==> config.mk <==
export PLATFORM = sky130hd
export DESIGN_NAME = ifetch_unit
export DESIGN_NICKNAME = d
export VERILOG_FILES = /design/src/rtl/ifetch_pkg.sv /design/src/rtl/ifetch_timer.sv /design/src/rtl/ifetch_unit.sv
export SDC_FILE = /design/constraint.sdc
export NUM_CORES = 1
export LEC_CHECK = 0
export BUFFER_PORTS_ARGS = -buffer_cell sky130_fd_sc_hd__clkbuf_2
export CAP_MARGIN = 10
export CORE_MARGIN = 5
export CORE_UTILIZATION = 45
export CTS_BUF_LIST = sky130_fd_sc_hd__clkbuf_4 sky130_fd_sc_hd__clkbuf_8
export CTS_CLUSTER_DIAMETER = 120
export CTS_CLUSTER_SIZE = 30
export DETAILED_ROUTE_END_ITERATION = 12
export PLACE_DENSITY_LB_ADDON = 0.1
export RECOVER_POWER = 25
export SLEW_MARGIN = 40
export SYNTH_ARGS = -nofsm -noshare
export SYNTH_HDL_FRONTEND = slang
export SYNTH_SLANG_ARGS = --single-unit
export TNS_END_PERCENT = 100
==> constraint.sdc <==
create_clock -name CLK -period 3.3 [get_ports CLK]
set_input_delay 0.33 -clock CLK [delete_from_list [all_inputs] [get_ports CLK]]
set_output_delay 0.33 -clock CLK [all_outputs]
set_load 0.01 [all_outputs]
==> src/rtl/ifetch_pkg.sv <==
// Shared types and defaults for the instruction-fetch stage.
package ifetch_pkg;

  localparam int unsigned ADDR_W_DEF  = 16;
  localparam int unsigned DATA_W_DEF  = 16;
  localparam int unsigned TIMEOUT_DEF = 15;
  localparam int unsigned TIMER_W     = 8;

  typedef enum logic [1:0] {
    FETCH = 2'd0,
    HOLD  = 2'd1,
    ERR   = 2'd2
  } state_t;

endpackage

==> src/rtl/ifetch_timer.sv <==
// Wait-cycle counter for the fetch watchdog; tc flags the last allowed wait cycle.
module ifetch_timer
  import ifetch_pkg::*;
#(
  parameter int unsigned TIMEOUT = TIMEOUT_DEF
) (
  input  logic clk,
  input  logic clr,
  input  logic en,
  output logic tc
);

  localparam logic [TIMER_W-1:0] TC_VAL = TIMER_W'(TIMEOUT - 1);

  logic [TIMER_W-1:0] count;

  // Count enabled wait cycles; clear has priority over enable.
  always_ff @(posedge clk) begin
    if (clr) begin
      count <= '0;
    end else if (en) begin
      count <= count + TIMER_W'(1);
    end
  end

  assign tc = (count == TC_VAL);

endmodule

==> src/rtl/ifetch_unit.sv <==
// Instruction-fetch stage: drives the PC, fetches over a req/ack handshake,
// holds one instruction for the microsequencer and watches for a dead memory.
module ifetch_unit
  import ifetch_pkg::*;
#(
  parameter int unsigned ADDR_W  = ADDR_W_DEF,
  parameter int unsigned DATA_W  = DATA_W_DEF,
  parameter int unsigned TIMEOUT = TIMEOUT_DEF
) (
  input  logic              CLK,
  input  logic              CLR,
  input  logic [ADDR_W-1:0] pc_q,
  output logic              pc_inc,
  output logic              pc_load_n,
  output logic [ADDR_W-1:0] pc_d,
  output logic              mem_rd,
  output logic [ADDR_W-1:0] mem_addr,
  input  logic              mem_ack,
  input  logic [DATA_W-1:0] mem_data,
  output logic              ir_valid,
  output logic [DATA_W-1:0] ir,
  output logic [ADDR_W-1:0] ir_pc,
  input  logic              ir_take,
  input  logic              redirect,
  input  logic [ADDR_W-1:0] redirect_pc,
  output logic              fetch_err
);

  state_t state, state_n;

  logic ir_wr;
  logic valid_clr;
  logic err_set;
  logic t_clr;
  logic t_en;
  logic t_tc;

  assign mem_addr = pc_q;
  assign pc_d     = redirect_pc;

  ifetch_timer #(
    .TIMEOUT(TIMEOUT)
  ) u_timer (
    .clk(CLK),
    .clr(CLR | t_clr),
    .en (t_en),
    .tc (t_tc)
  );

  // Next-state and handshake decode; priority CLR > redirect > ack > take > timeout.
  always_comb begin
    state_n   = state;
    ir_wr     = 1'b0;
    valid_clr = 1'b0;
    err_set   = 1'b0;
    t_clr     = 1'b0;
    t_en      = 1'b0;
    mem_rd    = 1'b0;
    pc_inc    = 1'b0;
    pc_load_n = 1'b1;
    if (!CLR) begin
      case (state)
        FETCH: begin
          mem_rd = 1'b1;
          if (redirect) begin
            pc_load_n = 1'b0;
            t_clr     = 1'b1;
          end else if (mem_ack) begin
            pc_inc  = 1'b1;
            ir_wr   = 1'b1;
            t_clr   = 1'b1;
            state_n = HOLD;
          end else if (t_tc) begin
            err_set = 1'b1;
            state_n = ERR;
          end else begin
            t_en = 1'b1;
          end
        end
        HOLD: begin
          if (redirect) begin
            pc_load_n = 1'b0;
            valid_clr = 1'b1;
            t_clr     = 1'b1;
            state_n   = FETCH;
          end else if (ir_take) begin
            valid_clr = 1'b1;
            state_n   = FETCH;
          end
        end
        ERR: begin
          state_n = ERR;
        end
        default: begin
          state_n = FETCH;
        end
      endcase
    end
  end

  // State, instruction register and sticky error.
  always_ff @(posedge CLK) begin
    if (CLR) begin
      state     <= FETCH;
      ir        <= '0;
      ir_pc     <= '0;
      ir_valid  <= 1'b0;
      fetch_err <= 1'b0;
    end else begin
      state <= state_n;
      if (ir_wr) begin
        ir    <= mem_data;
        ir_pc <= pc_q;
      end
      if (ir_wr) begin
        ir_valid <= 1'b1;
      end else if (valid_clr || err_set) begin
        ir_valid <= 1'b0;
      end
      if (err_set) begin
        fetch_err <= 1'b1;
      end
    end
  end

endmodule

After elaboration in Yosys (flattened, before gate mapping)
Cells that the tools add are included.

operators by class
  add/subtract/negate cells = 1
  multipliers = 0
  divide/modulo/power cells = 0
  order comparisons = 0
  equal/unequal tests = 6
  shift operators = 0
  muxes and demuxes = 35
  bitwise logic cells = 1
  reduce and logical (&&, ||, !) cells = 5

operators by type and width
  kind                 number
  $mux 1               28
  $mux 2               5
  $add 8x1->8 const B  1
  $eq 8x4->1 const B   1
  $ne 3x3->1 const B   2
  $pmux 2 s3           1
  $reduce_and 3->1     1
  $eq 2x1->1 const B   1
  $eq 2x2->1 const B   1
  $logic_not 2->1      1
  $ne 2x2->1 const B   1
  $pmux 1 s2           1
  $reduce_bool 2->1    1
  $reduce_or 2->1      1
  $logic_or 1x1->1     1
  $or 1x1->1           1

storage, ports and cells
  bits in registers = 44
  latch bits = 0
  memory bits (writable) = 0
  ROM bits = 0
  input bits = 53
  output and inout port bits = 69
  word-level logic and storage cells = 54
  memories kept = 0

Depth between registers and ports, before layout
  word-level depth = 9
  depth in mapped cells = 6

By module
A second synthesis with hierarchy kept.

unflattened totals
  cells, all modules = 201
  area, all modules = 2,188.3 µm²

by module, submodules not included
  module        times used  cells each  area each (µm²)  sequential area each (µm²)
  ifetch_unit   1           162         1,834.3          720.7
  ifetch_timer  1           39          354.1            160.2

Least setup slack after synthesis
OpenSTA, ideal clock, no wires.

  kind = reg-to-output
  start point = reg state[0]
  end point = out pc_inc
  data arrival time = 1,198 ps
  slack = 1,772 ps
  stages on the path, launching flop included = 5
  path through = dfxtp_1 > nor4_1 > and2_1 > buf_2 > buf_2

between the ends
  longest elaborated chain between the ends = 3

RTL lines
  element                 line                text
  start, declared         ifetch_unit.sv:29   state_t state, state_n;
  start signal, assigned  ifetch_unit.sv:110  state <= state_n;
  $logic_not 2->1         ifetch_unit.sv:62   case (state)
  $mux 1                  ifetch_unit.sv:62
  $mux 1                  ifetch_unit.sv:61   if (!CLR) begin
  end, declared           ifetch_unit.sv:13   output logic pc_inc,

Every way passes these cells.

Worst setup path after layout
  start point = in CLR
  end point = out pc_inc

between the ends
  longest elaborated chain between the ends = 1

RTL lines
  element          line               text
  start, declared  ifetch_unit.sv:11  input logic CLR,
  $mux 1           ifetch_unit.sv:61

Every way passes these cells.

==> results.md <==
- Critical Path AT: 1630 ps
- Cell family with most CP delay: simple AND/OR/NAND/NOR gates
- Max H-tree Level: 2
- CTS Root Cell: clkbuf_8
- Setup crit end kind: primary output
- Via count of the routed design: 1650
- Vias per inst: 4.73
- Pwr Total: 1.04 mW
- Peak supply drop: 0.000242 V
- Crit Path Max Fanout: 42
- Psw: 257 uW
- Fin crit share: 59.4%
- Max Freq: 510 MHz
- Worst Hold Class: in -> reg
- Post_cts resized: 0
- Sw frac: 24.6%
- FILL cells: 434
- Share of flip-flops with an asynchronous set or reset: 0%
- Placed inst area: 2260 um2
- Initial antenna violation count: 0
- Critical Path Most Common Cell: clkbuf_2
- CTS tree: yes
- Register area share after synthesis: 43.3%
- CP Data Required Time: 2970 ps
- Buf/Inv on CP: 2
- Routed WL: 4.29 mm
- Area of the core: 4350 um2
- Setup Skew: 6.28 ps
- Non-Filler Instances: 349
- Clock network fraction of total power: 33.9%
- First-pass DRT Iterations: 4
- Layout cells sized above 1: 30.6%
- Clk buf depth: 2
- Number of synthesized flops with an enable pin: 0
- Port bufs: 89
- Hold slack final: 232 ps
- # rows: 24
- Number of global-route vias before repair: 1678
- Largest cells by area after synthesis: dfxtp_1, buf_4, nand2b_1, o21ai_0, nand2_1
- Final nets: 351
- CTS Sinks: 44
- DRT iter0 DRCs: 61
- Post-route ant nets: 0
- Post-CTS Hold Fix Bufs: 0
- Mapped Cells: 242
- Count of final hold-check violations: 0
- Tmin final: 1960 ps
- Dpl cells: 341
- Reg2reg start: state[0]
- Clk slew on worst S/H paths: 80 ps
- Final instance area: 2350 um2
- Syn nets: 297
- Detail Placement HPWL: 3.17 mm
- GPL Wtd Cong: 0.841
- HP Start: mem_data[2]
- Worst slew margin: 57.7%
- Area share of the largest cell type after synthesis: 43.3%
- Status: completed
- Largest net degree at the start of global routing: 53
- Total die area: 5960 um2
- Avg Inst Size Synth: 8.40 um2
- All-layer global routing usage: 14.5%
- RSZ-0062 raised after global routing: false
- Synthesized area: 2030 um2
- Postcts setup bufs: 0
- Worst-Skew Late Latency: 290 ps
- Initial Utilization: 46.7%
- Setup TNS: 0 ps
- Residual DRC: 0
- Worst-path cell chain: clkbuf_2 > nor4_1 > and2_2 > clkbuf_2
- I/O pin count: 122
- Die width: 77.2 um
- Grt ovf: 0
- Yosys warning count: 0
- Antenna Cells: 0
- Critical path class: in -> out
- P_int: 788 uW
- Drt wl/cell: 12.3 um
- CP max-delay cell: clkbuf_2
- # setup viols final: 0
- Max-cap violations: 0
- Leakage: 1.00 nW
- Number of CTS-inserted buffers: 5
- Post-place setup slack: 1070 ps
- Slowest stage delay, CP: 370 ps
- Crit path from: CLR
- Main flop type after synthesis: dfxtp_1
- Fin util: 54.0%
- Seq pwr share: 54.2%
- Synth unique cells: 28
- Setup WS post-layout: 1340 ps
- Leading area contributor after synthesis: dfxtp_1
- Fin. max-slew vios: 0
- Worst-margin pin slew: 635 ps
- Area Overhead vs Synth: 15.8%
- #FFs+latches synth: 44
- Die Y: 77.2 um
- PwrDens: 444 nW/um2
- Gate power share: 11.9%
- Crit path launch type: primary input
- First-pass GRT wire length: 7.29 mm
[power groups by stage]
| stage | clock network (mW) | logic (mW) | registers, mW |
|---|---|---|---|
| after floorplan | 0 | 0.0848 | 0.588 |
| after global placement | 0 | 0.128 | 0.579 |
| after detailed placement | 0 | 0.128 | 0.578 |
| after CTS | 0.366 | 0.129 | 0.566 |
| after global routing | 0.386 | 0.140 | 0.569 |
| final | 0.354 | 0.124 | 0.566 |
[final timing paths]
path                                  end  slack, ps  depth (start not counted)
worst max-delay path               pc_inc       1340                          4
worst min-delay path                ir[2]        230                          3
worst max register to register      ir[4]       1440                          4
worst min register to register  ir_pc[14]        470                          2
[cell usage in the layout (no fill, tap or decap), types with 4 or more instances in the layout]
cell	count
clkbuf_8	6
a21oi_1	4
nand2_1	40
clkbuf_2	77
o21ai_0	34
nor2_1	6
clkbuf_1	12
nand2b_1	34
nor3_1	6
dfxtp_1	44
[per-layer routing]
| metal | vias to the layer above | share of wire, % | GRT usage, % |
|---|---|---|---|
| met5 | - | 0 | 0 |
| met1 | 711 | 44 | 17.4 |
| met4 | 0 | 0.65 | 4.64 |
| li1 | 873 | - | - |
| met3 | 6 | 8.5 | 4.80 |
| met2 | 60 | 46 | 24.2 |
[synth_stat cells (3+ instances only)]
master / instances
a21oi_1: 4
buf_2: 5
buf_4: 32
clkbuf_1: 6
dfxtp_1: 44
mux2i_1: 3
nand2_1: 40
nand2b_1: 34
nand3_1: 3
nor2_1: 6
nor3_1: 6
nor3b_1: 3
nor4_1: 3
o21ai_0: 34
xnor2_1: 3
[tightest hold or removal path, stage by stage]
cell      delay (ps)
clkbuf_2          70
nand2_1           30
o21ai_0           50
[state kept, by name (all words and copies together) (netlist names)]
name           flops
ir_pc             16
ir_valid           1
state              2
u_timer.count      8
fetch_err          1
ir                16
[logic make-up (layout without fill, tap and decap cells)]
| logic type | after synthesis | count (layout) | share of synthesized area [%] |
|---|---|---|---|
| xor gates and xnor gates | 3 | 3 | 1.29 |
| DFF | 44 | 44 | 43.3 |
| buffers and inverters | 44 | 99 | 14.3 |
| adders and majority gates | 2 | 2 | 1.23 |
| muxes | 3 | 3 | 1.48 |
| and+or+nand+nor | 106 | 106 | 28.1 |
| AOI/OAI and AO/OA | 40 | 40 | 10.2 |
[area by class of cell]
cell class              count  area (um2)  area share (%)
multi-input cells         154         867            36.9
clock buffers               7        90.1            3.83
clock inverters             1        7.51           0.319
repair buffers             90         438            18.6
flip-flops and latches     44         881            37.4
inverters                   1        3.75           0.160
well taps                  52        65.1            2.77
Note: power is estimated with default switching activity, not from simulation.
